File: src/rtl/wishbone_pwm_bank_pkg.sv
// Shared register map, CTRL/CFG/STATUS bit positions and byte-lane helper
// for the Wishbone PWM bank.
package wishbone_pwm_bank_pkg;

  localparam int REG_CTRL      = 'h00;
  localparam int REG_PERIOD    = 'h01;
  localparam int REG_STATUS    = 'h02;
  localparam int REG_CH_BASE   = 'h10;
  localparam int REG_CH_STRIDE = 4;

  localparam int CTRL_EN            = 0;
  localparam int CTRL_UPDATE        = 1;
  localparam int CTRL_IRQ_EN        = 2;
  localparam int STATUS_UPD_PENDING = 0;
  localparam int CFG_CH_EN          = 0;
  localparam int CFG_INVERT         = 1;

  typedef enum logic [1:0] {
    CH_DUTY  = 2'd0,
    CH_PHASE = 2'd1,
    CH_CFG   = 2'd2,
    CH_RSVD  = 2'd3
  } ch_reg_e;

  function automatic logic [31:0] lane_mask(input logic [3:0] stb);
    logic [31:0] m;
    for (int l = 0; l < 4; l++) m[8*l +: 8] = {8{stb[l]}};
    return m;
  endfunction

endpackage

File: src/rtl/pwm_bank_channel.sv
// One PWM channel: phase-offset counter that tracks (cnt - PHASE) mod PERIOD
// without a divider, plus the duty compare and the registered output.
module pwm_bank_channel #(
  parameter int CNT_WIDTH = 16
) (
  input  logic                 clk,
  input  logic                 rst,
  input  logic                 restart,
  input  logic [CNT_WIDTH-1:0] period_act,
  input  logic [CNT_WIDTH-1:0] period_nxt,
  input  logic [CNT_WIDTH-1:0] phase_nxt,
  input  logic [CNT_WIDTH-1:0] duty_act,
  input  logic                 out_en,
  input  logic                 invert,
  output logic                 pwm
);

  logic [CNT_WIDTH-1:0] pc;
  logic [CNT_WIDTH-1:0] start;
  logic                 active;

  // Value of (0 - phase) mod period; out-of-range phase behaves as zero.
  always_comb begin
    start = '0;
    if (phase_nxt != '0 && phase_nxt < period_nxt) start = period_nxt - phase_nxt;
  end

  assign active = (period_act != '0) && (pc < duty_act);

  always_ff @(posedge clk or posedge rst) begin
    if (rst) begin
      pc  <= '0;
      pwm <= 1'b0;
    end else begin
      pwm <= (active & out_en) ^ invert;
      if (restart)                         pc <= start;
      else if (pc == period_act - 1'b1)    pc <= '0;
      else                                 pc <= pc + 1'b1;
    end
  end

endmodule

File: src/rtl/wishbone_pwm_bank.sv
// Wishbone-controlled bank of phase-shifted PWM channels sharing one period
// counter, with double-buffered PERIOD/DUTY/PHASE and a wrap interrupt.
module wishbone_pwm_bank
  import wishbone_pwm_bank_pkg::*;
#(
  parameter int NUM_CH         = 4,
  parameter int CNT_WIDTH      = 16,
  parameter int ADDR_WIDTH     = 17,
  parameter int MUX_ADDR_WIDHT = 9,
  parameter int DATA_WIDTH     = 32
) (
  input  logic                                 WB_CLK,
  input  logic                                 WB_RST,
  input  logic                                 WBS_CYC,
  input  logic                                 WBS_STB,
  input  logic                                 WBS_WE,
  input  logic                                 WBS_RD,
  input  logic [ADDR_WIDTH-MUX_ADDR_WIDHT-1:0] WBS_ADR,
  input  logic [DATA_WIDTH-1:0]                WBS_WR_DAT,
  input  logic [3:0]                           WBS_BYTE_STB,
  output logic [DATA_WIDTH-1:0]                WBS_RD_DAT,
  output logic                                 WBS_ACK,
  output logic [NUM_CH-1:0]                    PWM_OUT,
  output logic                                 PERIOD_IRQ
);

  typedef logic [CNT_WIDTH-1:0] cnt_t;

  logic              en, irq_en, upd_pending;
  cnt_t              period_sh, period_act, cnt;
  cnt_t              duty_sh [NUM_CH];
  cnt_t              phase_sh [NUM_CH];
  cnt_t              duty_act [NUM_CH];
  cnt_t              phase_act [NUM_CH];
  logic [NUM_CH-1:0] ch_en, invert;

  // Handshake: a request is CYC&STB sampled while ACK is low; the access is
  // performed on that edge and ACK is raised for exactly the following cycle,
  // so ACK can never be asserted in two consecutive cycles.
  logic req, wr, rd;
  assign req = WBS_CYC & WBS_STB & ~WBS_ACK;
  assign wr  = req & WBS_WE;
  assign rd  = req & ~WBS_WE & WBS_RD;

  logic [31:0]           idx;
  logic                  hit_ctrl, hit_period, hit_status;
  logic [NUM_CH-1:0]     hit_duty, hit_phase, hit_cfg;
  logic [DATA_WIDTH-1:0] wmask, rd_mux;

  assign idx   = 32'(WBS_ADR);
  assign wmask = DATA_WIDTH'(lane_mask(WBS_BYTE_STB));

  always_comb begin
    hit_ctrl   = (idx == 32'(REG_CTRL));
    hit_period = (idx == 32'(REG_PERIOD));
    hit_status = (idx == 32'(REG_STATUS));
    hit_duty   = '0;
    hit_phase  = '0;
    hit_cfg    = '0;
    for (int c = 0; c < NUM_CH; c++) begin
      hit_duty[c]  = (idx == 32'(REG_CH_BASE + REG_CH_STRIDE*c + int'(CH_DUTY)));
      hit_phase[c] = (idx == 32'(REG_CH_BASE + REG_CH_STRIDE*c + int'(CH_PHASE)));
      hit_cfg[c]   = (idx == 32'(REG_CH_BASE + REG_CH_STRIDE*c + int'(CH_CFG)));
    end
  end

  always_comb begin
    rd_mux = '0;
    if (hit_ctrl) begin
      rd_mux[CTRL_EN]     = en;
      rd_mux[CTRL_IRQ_EN] = irq_en;
    end
    if (hit_period) rd_mux = DATA_WIDTH'(period_sh);
    if (hit_status) rd_mux[STATUS_UPD_PENDING] = upd_pending;
    for (int c = 0; c < NUM_CH; c++) begin
      if (hit_duty[c])  rd_mux = DATA_WIDTH'(duty_sh[c]);
      if (hit_phase[c]) rd_mux = DATA_WIDTH'(phase_sh[c]);
      if (hit_cfg[c]) begin
        rd_mux[CFG_CH_EN]  = ch_en[c];
        rd_mux[CFG_INVERT] = invert[c];
      end
    end
  end

  function automatic cnt_t merge_cnt(input cnt_t old, input logic [DATA_WIDTH-1:0] d,
                                     input logic [DATA_WIDTH-1:0] m);
    logic [DATA_WIDTH-1:0] w;
    w = (DATA_WIDTH'(old) & ~m) | (d & m);
    return cnt_t'(w);
  endfunction

  // A zero period never wraps, so pending updates load immediately there,
  // exactly as they do while the bank is disabled.
  logic period_zero, wrap, load, restart;
  cnt_t period_nxt;
  assign period_zero = (period_act == '0);
  assign wrap        = en & ~period_zero & (cnt == period_act - 1'b1);
  assign load        = upd_pending & (wrap | ~en | period_zero);
  assign restart     = ~en | period_zero | wrap;
  assign period_nxt  = load ? period_sh : period_act;

  always_ff @(posedge WB_CLK or posedge WB_RST) begin
    if (WB_RST) begin
      WBS_ACK     <= 1'b0;
      WBS_RD_DAT  <= '0;
      PERIOD_IRQ  <= 1'b0;
      en          <= 1'b0;
      irq_en      <= 1'b0;
      upd_pending <= 1'b0;
      period_sh   <= '0;
      period_act  <= '0;
      cnt         <= '0;
      ch_en       <= '0;
      invert      <= '0;
      for (int c = 0; c < NUM_CH; c++) begin
        duty_sh[c]   <= '0;
        phase_sh[c]  <= '0;
        duty_act[c]  <= '0;
        phase_act[c] <= '0;
      end
    end else begin
      WBS_ACK    <= req;
      WBS_RD_DAT <= rd ? rd_mux : '0;
      PERIOD_IRQ <= wrap & irq_en;
      cnt        <= restart ? '0 : cnt + 1'b1;
      if (load) begin
        period_act  <= period_sh;
        upd_pending <= 1'b0;
        for (int c = 0; c < NUM_CH; c++) begin
          duty_act[c]  <= duty_sh[c];
          phase_act[c] <= phase_sh[c];
        end
      end
      // A fresh UPDATE on the load cycle stays pending for the next wrap.
      if (wr && hit_ctrl && WBS_BYTE_STB[0]) begin
        en     <= WBS_WR_DAT[CTRL_EN];
        irq_en <= WBS_WR_DAT[CTRL_IRQ_EN];
        if (WBS_WR_DAT[CTRL_UPDATE]) upd_pending <= 1'b1;
      end
      if (wr && hit_period) period_sh <= merge_cnt(period_sh, WBS_WR_DAT, wmask);
      for (int c = 0; c < NUM_CH; c++) begin
        if (wr && hit_duty[c])  duty_sh[c]  <= merge_cnt(duty_sh[c], WBS_WR_DAT, wmask);
        if (wr && hit_phase[c]) phase_sh[c] <= merge_cnt(phase_sh[c], WBS_WR_DAT, wmask);
        if (wr && hit_cfg[c] && WBS_BYTE_STB[0]) begin
          ch_en[c]  <= WBS_WR_DAT[CFG_CH_EN];
          invert[c] <= WBS_WR_DAT[CFG_INVERT];
        end
      end
    end
  end

  for (genvar c = 0; c < NUM_CH; c++) begin : g_ch
    pwm_bank_channel #(.CNT_WIDTH(CNT_WIDTH)) u_ch (
      .clk        (WB_CLK),
      .rst        (WB_RST),
      .restart    (restart),
      .period_act (period_act),
      .period_nxt (period_nxt),
      .phase_nxt  (load ? phase_sh[c] : phase_act[c]),
      .duty_act   (duty_act[c]),
      .out_en     (en & ch_en[c]),
      .invert     (invert[c]),
      .pwm        (PWM_OUT[c])
    );
  end

endmodule

File: config.mk
export PLATFORM = sky130hd
export DESIGN_NAME = wishbone_pwm_bank
export DESIGN_NICKNAME = d
export VERILOG_FILES = /design/src/rtl/wishbone_pwm_bank_pkg.sv /design/src/rtl/pwm_bank_channel.sv /design/src/rtl/wishbone_pwm_bank.sv
export SDC_FILE = /design/constraint.sdc
export NUM_CORES = 1
export LEC_CHECK = 0
export CAP_MARGIN = 0
export CORE_ASPECT_RATIO = 1.4
export CORE_MARGIN = 2
export CORE_UTILIZATION = 32
export CTS_CLUSTER_SIZE = 8
export DETAILED_ROUTE_END_ITERATION = 7
export PLACE_DENSITY = 0.49
export SYNTH_ARGS = -nofsm -noshare
export SYNTH_HDL_FRONTEND = slang
export SYNTH_HIERARCHICAL = 1
export SYNTH_SLANG_ARGS = --single-unit
File: constraint.sdc
create_clock -name WB_CLK -period 24.9 [get_ports WB_CLK]
set_input_delay 6.225 -clock WB_CLK [delete_from_list [all_inputs] [get_ports WB_CLK]]
set_output_delay 6.225 -clock WB_CLK [all_outputs]
set_load 0.02 [all_outputs]
Word level (Yosys, flattened, before mapping). Index checks and enable logic that the tools add are counted.

Latch bits: 0. Memory bits (read-only): 0. Memories: 0. Register bits: 417. Word-level logic and storage cells: 199. RAM bits: 0. Output and inout port bits: 38.

Bitwise gates (word level): 49. Equality and inequality tests: 19. Muxes and demuxes: 38. Add/sub/neg operators: 10. $mul: 0. $lt $le $gt $ge: 8. Shift operators: 0. Reduce and logical (&&, ||, !) cells: 34. Divide/modulo/power cells: 0.

Operators by type and width (count): $mux 16 (19); $mux 32 (9); $and 16x16->16 (10); $or 16x16->16 (9); $lt 16x16->1 (8); $eq 8x5->1 const B (12); $add 16x1->16 const B (5); $eq 16x16->1 (5); $reduce_bool 16->1 (5); $sub 16x16->16 (4); $logic_not 32->1 (1); $logic_and 1x1->1 (27); $and 1x1->1 (17); $logic_not 16->1 (1); $not 16->16 (1); $sub 16x1->16 const B (1); $eq 8x1->1 const B (1); $eq 8x2->1 const B (1); $mux 2 (4); $mux 1 (6); $not 1->1 (4); $or 1x1->1 (4); $xor 1x1->1 (4).

Longest topological paths before layout. Gate-level depths: netlist of the first run.

Depth after elaboration: 17. Depth in mapped cells: 23. Depth with buffers taken out: 21.

Modules after synthesis. Netlist of the first run, hierarchy kept.

By module, submodules not included: wishbone_pwm_bank (cells each 1145, area an instance 15110.7 um2, instances 1); pwm_bank_channel at g_ch[1].u_ch ... (cells each 314, area an instance 2607.5 um2, instances 2); pwm_bank_channel at g_ch[0].u_ch (cells each 316, area an instance 2531.2 um2, instances 1); pwm_bank_channel at g_ch[3].u_ch (cells each 324, area an instance 2508.7 um2, instances 1).

Worst setup path after synthesis of the first run. No wires, ideal clock.

Path type: input-to-reg. From: in WBS_ADR[3]. To: reg (tool-made name). Data arrival time: 8.258 ns. Setup slack: 16.517 ns. Stages: 8. Buffers on the path: 3. Data required time: 24.775 ns. Library setup time: 0.125 ns. Path through: clkbuf_1 or2_2 clkbuf_1 nor3_2 buf_2 nand2_1 nor2_1 mux2_2.

RTL lines: from (decl) (line wishbone_pwm_bank.sv:18) `input logic [ADDR_WIDTH-MUX_ADDR_WIDHT-1:0] WBS_ADR,`.

Final worst setup path of the first run.
From: in WBS_ADR[0]. To: reg WBS_RD_DAT[7].

Longest elaborated chain between the ends: 11. Elaborated cells between the ends (all ways): 19.

RTL lines: $eq 8x1->1 (line wishbone_pwm_bank.sv:55) `hit_period = (idx == 32'(REG_PERIOD));`; $mux 16 (line wishbone_pwm_bank.sv:73) `if (hit_period) rd_mux = DATA_WIDTH'(period_sh);`; $mux 32 (line wishbone_pwm_bank.sv:76) `if (hit_duty[c]) rd_mux = DATA_WIDTH'(duty_sh[c]);`; $mux 32 (line wishbone_pwm_bank.sv:77) `if (hit_phase[c]) rd_mux = DATA_WIDTH'(phase_sh[c]);`; $mux 32 (line wishbone_pwm_bank.sv:76); $mux 32 (line wishbone_pwm_bank.sv:77); $mux 32 (line wishbone_pwm_bank.sv:76); $mux 32 (line wishbone_pwm_bank.sv:77); $mux 32 (line wishbone_pwm_bank.sv:76); $mux 32 (*) (line wishbone_pwm_bank.sv:77); $mux 32 (*) (line wishbone_pwm_bank.sv:123) `WBS_RD_DAT <= rd ? rd_mux : '0;`; to (signal assigned) (line wishbone_pwm_bank.sv:123); to (decl) (line wishbone_pwm_bank.sv:21) `output logic [DATA_WIDTH-1:0] WBS_RD_DAT,`.

Mark *: on every way between the ends. The rest lies on a longest branch, timed or not. A chain may end at the register's enable or synchronous reset.

==> results of run 1 <==
-- metrics by stage --
stage	instances	worst slack [ns]	hold WS [ns]	power, mW	util (%)
after CTS	3543	15.95	0.477	1.42	36.2
after global placement	3480	15.32	0.462	0.716	34.3
after global routing	3543	15.68	0.504	1.45	36.2
after detailed placement	3480	15.34	0.465	0.716	34.3
final	3544	15.84	0.477	1.41	36.2
after floorplan	2428	9.45	0.460	0.693	-
-- worst min-delay path by stage --
| stage | start | to | slack (ns) |
|---|---|---|---|
| floorplan | invert[3]$_DFFE_PP0P_ | g_ch[3].u_ch/pwm$_DFF_PP0_ | 0.46 |
| global placement | WBS_ACK$_DFF_PP0_ | WBS_ACK$_DFF_PP0_ | 0.46 |
| detailed placement | WBS_ACK$_DFF_PP0_ | WBS_ACK$_DFF_PP0_ | 0.47 |
| CTS | WBS_ACK$_DFF_PP0_ | WBS_ACK$_DFF_PP0_ | 0.48 |
| global route | WBS_ACK$_DFF_PP0_ | WBS_ACK$_DFF_PP0_ | 0.50 |
| finish | WBS_ACK$_DFF_PP0_ | WBS_ACK$_DFF_PP0_ | 0.48 |
-- cell families (layout without fill, tap and decap cells) --
| family | Yosys count | count (layout) | share of synthesized area [%] |
|---|---|---|---|
| AOI/OAI and AO/OA | 468 | 468 | 12.9 |
| adders and majority gates | 139 | 139 | 6.97 |
| and+or+nand+nor | 589 | 589 | 12.8 |
| DFF | 401 | 401 | 39.6 |
| other | 1 | 17 | 0.0148 |
| xor gates and xnor gates | 237 | 237 | 8.18 |
| buffers and inverters | 271 | 332 | 5.05 |
| muxes | 307 | 307 | 14.5 |
-- cells in the mapped netlist, drive strengths merged, types with 5 or more instances --
cell type,n,share of area [%]
nand2b,20,0.49
nor2,145,2.3
a221oi,5,0.17
o21a,15,0.44
nand3,76,1.5
a21oi,84,1.7
ha,135,6.7
xor2,116,4.0
nand2,85,1.3
and4,7,0.24
a2111oi,6,0.23
mux2i,10,0.39
a41oi,5,0.17
inv,176,2.6
and2,13,0.32
a21o,29,0.86
a211oi,21,0.66
a22oi,5,0.15
o22ai,70,2.1
o31ai,5,0.17
dfrtp,401,40
buf,48,1.7
and3,24,0.63
a31oi,32,0.79
nand4,33,0.81
or3,16,0.41
a221o,10,0.39
o21ai,89,1.8
nor2b,32,0.79
o32ai,8,0.28
a32oi,11,0.38
clkbuf,47,0.70
mux2,297,14
nor4,32,0.93
o211ai,13,0.38
nand3b,11,0.33
nor3,56,1.4
xnor2,121,4.2
o41ai,8,0.38
or4,11,0.38
or2,11,0.27
o21bai,17,0.50
-- routing by layer --
layer | up-vias | part of all wire, % | GRT usage, %
met5 | - | 0.033 | 0
met4 | 4 | 4.6 | 10.2
met3 | 142 | 4.1 | 2.64
met2 | 540 | 50 | 39.2
met1 | 9887 | 42 | 26.9
li1 | 8822 | - | -
-- cell type report --
| type | count | area (sq um) | area share (%) |
|---|---|---|---|
| timing repair buffer | 93 | 843 | 2.96 |
| clock buffer | 61 | 1470 | 5.17 |
| tap | 1054 | 1320 | 4.63 |
| clock inverter | 2 | 46.3 | 0.162 |
| inverter | 176 | 668 | 2.34 |
| multi-input combinational | 1756 | 14100 | 49.5 |
| sequential | 401 | 10000 | 35.2 |
| antenna | 1 | 2.50 | 0.00878 |
-- critical path: stages --
cell and delay (ns):
clkdlybuf4s50_1 0.47, buf_4 0.39, nor2_1 0.21, nand2_1 0.78, o22ai_1 0.37, nand2_1 0.22, a31oi_1 0.11, a211oi_1 0.58
a221o_1 0.22
-- report_power, final --
| group | internal, mW | total (mW) | switching [mW] |
|---|---|---|---|
| combinational | 0.0106 | 0.0480 | 0.0374 |
| clock | 0.419 | 0.704 | 0.286 |
| sequential | 0.655 | 0.657 | 0.00247 |
| total | 1.08 | 1.41 | 0.325 |
==> impl_metrics.tcl, run 1 <==
set metrics [dict create \
    critPathKind "input pin to flop" \
    grt.total_usage_pct 22.1 \
    stdcell_area_sq_um 28500 \
    synth-main-ff-cell "dfrtp_1" \
    synthDistinctLibCells 95 \
    crit_start "WBS_ADR[0]" \
    place_hpwl_mm 66.0 \
    synthToLayoutAreaGrowth_pct 12.4 \
    power.leakage_nw 12.9 \
    ctsResizeCount 0 \
    nets 2673 \
    period_share_pct 36.4 \
    cts_setup_buffers 0 \
    setup-violations-final 0 \
    placed_area_sq_um 27000 \
    cts_tree "yes" \
    r2r_start "period_act[9]$_DFF_PP0_" \
    fin_worst_skew_ns 0.0330 \
    insertion_delay_ns 0.62 \
    antenna_found_initial 5 \
    crit_required_ns 25.46 \
    setup_tns_ns 0 \
    layout.cells.most_common_list "dfrtp_1, mux2_2, inv_1, nor2_1, ha_1" \
    synth-seq-cells 401 \
    hold_depth 1 \
    synthArstFlopShare_pct 100 \
    endpoint_kind "flop" \
    rows 122 \
    die_x_um 242 \
    grt-ovfl-total 0 \
    vdd_drop_max_mv 0.0533 \
    drive_above_1_share_pct 19.5 \
    status "complete, no violations" \
    cts_num_sinks 401 \
    hp-class "flop to flop" \
    htreeDepth 2 \
    power.density_nw_per_um2 49.5 \
    dieArea_sq_um 81600 \
    grt_max_degree 113 \
    startpoint_type "input pin" \
    ant_nets 0 \
    holdBufCountCts 0 \
    reg2reg_depth 20 \
    routabilityCongestion 0.947 \
    vias_per_cell 5.47 \
    cts_root_buf "clkbuf_16" \
    rsz0062_at_grt "no" \
    wl_mm 90.9 \
    maxCapViolCount 0 \
    grt_pass1_wl_mm 134 \
    die_y_um 337 \
    hold_viol 0 \
    grt_pass1_vias 20000 \
    drt-pass1-iter-count 5 \
    wl_per_cell_um 25.6 \
    io_buffers 53 \
    postSynthAreaPerCell_sq_um 10.5 \
    clk_pin_slew_ns 0.05 \
    fillCellCount 7981 \
    timing.rr.end "g_ch[1].u_ch/pc[15]$_DFF_PP0_" \
    vias 19400 \
    core_area_sq_um 78800 \
    layout_commonest_cell "dfrtp_1" \
    relSlewSlack_pct 30.2 \
    boundaryPins 88 \
    yosys_warnings 6 \
    start_util_pct 32.2 \
    ys_seq_area_share_pct 39.6 \
    cts-buffers-inserted 56 \
    critPathMaxFanout 34 \
    crit_arrival_ns 9.62 \
    tightest_slew_ns 1.05 \
    synth_edf_count 0 \
    syn_inst 2413 \
    timing.critical_path.to "WBS_RD_DAT[7]$_DFF_PP0_" \
    drc 0 \
    finalMaxSlewViolations 0 \
    r2r_setup_slack_ns 18.19 \
    drt_iter0_markers 1468 \
    clockBufferDepth 3 \
    fmax_ghz 0.110 \
    period_minus_slack_ns 9.06 \
    synth_area_sq_um 25400 \
]
(Power assumes the default switching activity.)
==> inputs of run 2 (changes only) <==
--- a/config.mk
+++ b/config.mk
@@ -11,7 +11,7 @@
 export CORE_UTILIZATION = 32
 export CTS_CLUSTER_SIZE = 8
 export DETAILED_ROUTE_END_ITERATION = 7
-export PLACE_DENSITY = 0.49
+export PLACE_DENSITY = 0.51
 export SYNTH_ARGS = -nofsm -noshare
 export SYNTH_HDL_FRONTEND = slang
 export SYNTH_HIERARCHICAL = 1
==> constraint.sdc (replaced) <==
create_clock -name WB_CLK -period 7.5 [get_ports WB_CLK]
set_input_delay 1.875 -clock WB_CLK [delete_from_list [all_inputs] [get_ports WB_CLK]]
set_output_delay 1.875 -clock WB_CLK [all_outputs]
set_load 0.02 [all_outputs]
==> run 2 against run 1 <==
Compared with the run above:
- cell area is essentially flat
- global-route usage shrank 0.10 points
- first-iteration DRC count grew 9.3%
- sequential power grew to 3.3 times the previous value
- die area is the same
- register-to-register slack lost 17 ns
- clock-buffer cell count shrank 4
- clock power grew to 3.2 times the previous value
- highest routed layer is now met4
==> impl_metrics.tcl, run 2 (synthesized netlist as in run 1, its figures left out) <==
set metrics [dict create \
    drc 0 \
    internal-power_mw 3.53 \
    power.density_nw_per_um2 161 \
    setup_ws_ns 1.02 \
    die_x_um 242 \
    drive_above_1_share_pct 19.8 \
    wl_per_cell_um 25.4 \
    status "complete, no violations" \
    endpoint_kind "flop" \
    synthToLayoutAreaGrowth_pct 12.5 \
    antenna_cells 0 \
    power.leakage_nw 12.9 \
    clockBufferDepth 3 \
    drt_iter0_markers 1604 \
    swShare_pct 23.4 \
    dieArea_sq_um 81600 \
    cts_num_sinks 401 \
    boundaryPins 88 \
    hold_viol 0 \
    hp-class "flop to flop" \
    period_share_pct 86.4 \
    rsz0062_at_grt "no" \
    relSlewSlack_pct 33.9 \
    ctsResizeCount 0 \
    fin_worst_skew_ns 0.0397 \
    grt_max_degree 160 \
    crit_path_top_delay_cell "nor4_1" \
    maxCapViolCount 0 \
    clk_pin_slew_ns 0.05 \
    combPwrFrac_pct 3.5 \
    ant_nets 0 \
    critPathKind "flop to flop" \
    routabilityCongestion 0.936 \
    crit_required_ns 8.01 \
    seqPwrFrac_pct 47.4 \
    setup_tns_ns 0 \
    post-route-util_pct 36.2 \
    vias 19600 \
    placed_area_sq_um 27100 \
    start_util_pct 32.2 \
    antenna_found_initial 1 \
    finalMaxSlewViolations 0 \
    period_minus_slack_ns 6.48 \
    drt-pass1-iter-count 5 \
    setup-violations-final 0 \
    holdBufCountCts 0 \
    cts_tree "yes" \
    startpoint_type "flop" \
    place_hpwl_mm 66.5 \
    grt_pass1_wl_mm 134 \
    tightest_slew_ns 0.988 \
    p_clk_share_pct 49.1 \
    pre_cts_slack_ns 1.16 \
    critPathMaxFanout 18 \
    total_power_mw 4.61 \
    fin_hold_ws_ns 0.470 \
    crit_arrival_ns 6.98 \
    layout.cells.non_filler 3550 \
    cts-buffers-inserted 56 \
    grt_pass1_vias 20500 \
    wl_mm 90.2 \
    die_y_um 337 \
    p_sw_mw 1.08 \
    grt.total_usage_pct 22.0 \
    slowest_delay_ns 0.75 \
    io_buffers 53 \
    crit_chain "nor4_1 -> nand4_1 -> nor3b_1 -> a21o_1 -> a2bb2oi_1 -> o31a_2 -> mux2_2 -> inv_1 -> ha_1 -> inv_1 -> fa_1 -> a21o_1 -> a21oi_1 -> o21ai_0 -> a31oi_1 -> o21ai_0 -> a31oi_1 -> buf_4 -> nor4b_1 -> or3_1" \
    vias_per_cell 5.53 \
    htreeDepth 2 \
    layout.cells.most_common_list "dfrtp_1, mux2_2, inv_1, nor2_1, ha_1" \
    layout_commonest_cell "dfrtp_1" \
    stdcell_area_sq_um 28500 \
    nets 2682 \
    dp_cells 3489 \
    grt-ovfl-total 0 \
    core_area_sq_um 78800 \
    cts_setup_buffers 0 \
    fmax_ghz 0.154 \
    rows 122 \
    vdd_drop_max_mv 0.196 \
    cts_root_buf "clkbuf_16" \
    insertion_delay_ns 0.64 \
]
==> run 2: cell count changes in the layout (fill, tap and decap cells not counted), moves of 2 or more <==
cell,change
clkbuf_16,-2
clkinv_8,+2
clkinvlp_4,+2
buf_4,+8
clkbuf_1,-2
==> run 2: final timing paths <==
path | endpoint | cells past startpoint | slack, ns | start
worst min register to register | WBS_ACK$_DFF_PP0_ | 1 | 0.47 | WBS_ACK$_DFF_PP0_
worst min-delay path | WBS_ACK$_DFF_PP0_ | 1 | 0.47 | WBS_ACK$_DFF_PP0_
worst max-delay path | g_ch[0].u_ch/pc[15]$_DFF_PP0_ | 20 | 1.02 | period_act[5]$_DFF_PP0_
min in group asynchronous | g_ch[3].u_ch/pwm$_DFF_PP0_ | 3 | 1.87 | WB_RST
worst max register to register | g_ch[0].u_ch/pc[15]$_DFF_PP0_ | 20 | 1.02 | period_act[5]$_DFF_PP0_
max in group asynchronous | phase_act[36]$_DFFE_PP0P_ | 4 | 4.15 | WB_RST
==> run 2: worst max-delay path, delay by kind of cell, from the launching register on <==
kind | cells | cell delay (ns)
AOI/OAI and AO/OA | 9 | 2.38
and+or+nand+nor | 5 | 1.71
DFF | 1 | 0.61
adders and majority gates | 2 | 0.59
muxes | 1 | 0.59
buffers and inverters | 3 | 0.43
==> run 2: area by class of cell <==
class,instances,area [sq um]
Clock inverter,4,56.3
Timing Repair Buffer,102,923
Sequential cell,401,10000
Tap cell,1054,1320
Clock buffer,57,1420
Fill cell,7927,50200
Inverter,176,664
Multi-Input combinational cell,1756,14100
==> run 2: routing by layer <==
layer | track usage, % | vias to the layer above | part of all wire [%]
met5 | 0 | - | 0
met4 | 10.5 | 0 | 5.2
met3 | 2.59 | 181 | 4.1
met2 | 38.7 | 617 | 49
met1 | 26.9 | 10000 | 42
li1 | - | 8815 | -
==> run 2: power by group through the flow <==
stage | combinational [mW] | sequential (mW) | clock, mW
detailed placement | 0.161 | 2.22 | 0
global route | 0.173 | 2.18 | 2.40
CTS | 0.161 | 2.18 | 2.32
finish | 0.161 | 2.18 | 2.26
floorplan | 0.0863 | 2.22 | 0
global placement | 0.160 | 2.22 | 0
==> inputs of run 3 (changes only) <==
--- a/config.mk
+++ b/config.mk
@@ -12,6 +12,7 @@
 export CTS_CLUSTER_SIZE = 8
 export DETAILED_ROUTE_END_ITERATION = 7
 export PLACE_DENSITY = 0.51
+export SLEW_MARGIN = 40
 export SYNTH_ARGS = -nofsm -noshare
 export SYNTH_HDL_FRONTEND = slang
 export SYNTH_HIERARCHICAL = 1
==> run 3 against run 2 <==
Compared with the run above:
- critical path depth is the same
- final cell count grew 0.20%
- cell area grew 0.41%
- clock skew shrank 0.0092 ns
- sequential share of layout area shrank 0.14 points
- total power grew 1.4%
==> impl_metrics.tcl, run 3 (synthesized netlist as in run 1, its figures left out) <==
set metrics [dict create \
    drt-pass1-iter-count 5 \
    layout_commonest_cell "dfrtp_1" \
    drt_iter0_markers 1604 \
    synthToLayoutAreaGrowth_pct 12.9 \
    seqPwrFrac_pct 46.7 \
    grt.total_usage_pct 22.1 \
    grt-ovfl-total 0 \
    cts_setup_buffers 0 \
    critPathMaxFanout 18 \
    cts_num_sinks 401 \
    clk_pin_slew_ns 0.05 \
    power.leakage_nw 12.9 \
    period_minus_slack_ns 6.43 \
    antenna_found_initial 1 \
    insertion_delay_ns 0.62 \
    antenna_cells 0 \
    holdBufCountCts 0 \
    ctsResizeCount 0 \
    vdd_drop_max_mv 0.173 \
    multiInputGateArea_sq_um 14100 \
    grt_pass1_vias 20500 \
    critPathKind "flop to flop" \
    startpoint_type "flop" \
    seqCellArea_sq_um 10000 \
    setup_tns_ns 0 \
    die_x_um 242 \
    p_clk_share_pct 49.7 \
    wl_mm 90.4 \
    nets 2687 \
    fillCellCount 7952 \
    crit_required_ns 8.00 \
    drive_above_1_share_pct 20.1 \
    combPwrFrac_pct 3.5 \
    core_area_sq_um 78800 \
    vias 19700 \
    finalMaxSlewViolations 0 \
    boundaryPins 88 \
    wl_per_cell_um 25.4 \
    die_y_um 337 \
    tightest_slew_ns 0.925 \
    maxCapViolCount 0 \
    cts_tree "yes" \
    clockBufferDepth 3 \
    fin_worst_skew_ns 0.0305 \
    cts_root_buf "clkbuf_16" \
    status "complete, no violations" \
    hold_viol 0 \
    power.density_nw_per_um2 163 \
    crit_arrival_ns 6.93 \
    grt_pass1_wl_mm 135 \
    swShare_pct 23.3 \
    period_share_pct 85.8 \
    p_sw_mw 1.09 \
    start_util_pct 32.2 \
    routabilityCongestion 0.936 \
    endpoint_kind "flop" \
    cts-buffers-inserted 57 \
    fin_hold_ws_ns 0.469 \
    layout.cells.most_common_list "dfrtp_1, mux2_2, inv_1, ha_1, nor2_1" \
    vias_per_cell 5.53 \
    dieArea_sq_um 81600 \
    io_buffers 53 \
    place_hpwl_mm 66.5 \
    fmax_ghz 0.155 \
    rows 122 \
    htreeDepth 2 \
    relSlewSlack_pct 38.1 \
    setup-violations-final 0 \
    grt_max_degree 160 \
    internal-power_mw 3.58 \
    ant_nets 0 \
    hp-class "flop to flop" \
    drc 0 \
    rsz0062_at_grt "no" \
]
==> run 3: cell count changes in the layout (fill, tap and decap cells not counted), moves of 2 or more <==
cell and change:
nor2_1 -2, clkinv_8 -3, buf_16 +2, nor2_2 +2, clkbuf_16 +3
==> run 3: per-stage QoR <==
stage / instance area [sq um] / setup slack [ns] / power (mW) / utilization (%) / cells
final: 28600 / 1.07 / 4.67 / 36.4 / 3557
after global routing: 28600 / 0.617 / 4.81 / 36.4 / 3557
after CTS: 28600 / 1.14 / 4.72 / 36.3 / 3555
after detailed placement: 27100 / 1.14 / 2.38 / 34.4 / 3491
after global placement: 27100 / 1.19 / 2.38 / 34.3 / 3489
after floorplan: 25400 / 1.18 / 2.30 / - / 2428
==> run 3: layer usage <==
metal / GRT usage (%) / routed length [um] / vias to the layer above
met5: 0 / 0 / -
met4: 10.2 / 4440 / 0
met3: 2.76 / 3870 / 185
met2: 38.7 / 44200 / 592
met1: 27.2 / 37900 / 10000
li1: - / - / 8841
==> run 3: worst max-delay path, stage by stage (launching register included) <==
cell       delay [ns]
dfrtp_1          0.62
nor4_1           0.72
nand4_1          0.29
nor3b_1          0.22
a21o_1           0.17
a2bb2oi_1        0.33
o31a_2           0.59
mux2_2           0.59
inv_1            0.12
ha_1             0.19
inv_1            0.06
fa_1             0.40
a21o_1           0.17
a21oi_1          0.21
o21ai_0          0.22
a31oi_1          0.25
o21ai_0          0.22
a31oi_1          0.21
buf_4            0.25
nor4b_1          0.08
or3_1            0.37
==> run 3: cell type report <==
| class | count | area share (%) |
|---|---|---|
| Multi-Input combinational cell | 1756 | 49.3 |
| Sequential cell | 401 | 35.0 |
| Clock buffer | 60 | 5.17 |
| Tap cell | 1054 | 4.60 |
| Timing Repair Buffer | 106 | 3.46 |
| Inverter | 176 | 2.32 |
| Clock inverter | 4 | 0.105 |
==> run 3: final timing paths <==
path | from | to | slack, ns | cells after the start
setup / recovery | period_act[5]$_DFF_PP0_ | g_ch[0].u_ch/pc[15]$_DFF_PP0_ | 1.07 | 20
hold / removal | WBS_ACK$_DFF_PP0_ | WBS_ACK$_DFF_PP0_ | 0.47 | 1
min in group asynchronous | WB_RST | period_act[8]$_DFF_PP0_ | 1.79 | 3
setup reg to reg | period_act[5]$_DFF_PP0_ | g_ch[0].u_ch/pc[15]$_DFF_PP0_ | 1.07 | 20
max in group asynchronous | WB_RST | phase_act[37]$_DFFE_PP0P_ | 4.49 | 5
hold reg to reg | WBS_ACK$_DFF_PP0_ | WBS_ACK$_DFF_PP0_ | 0.47 | 1
==> run 3: power groups by stage <==
| stage | clock, mW | sequential (mW) | combinational [mW] |
|---|---|---|---|
| 5_1_grt | 2.45 | 2.18 | 0.177 |
| 4_1_cts | 2.37 | 2.18 | 0.162 |
| 6_report | 2.32 | 2.18 | 0.165 |
| 3_5_place_dp | 0 | 2.22 | 0.161 |
| 3_3_place_gp | 0 | 2.22 | 0.160 |
| 2_1_floorplan | 0 | 2.22 | 0.0863 |
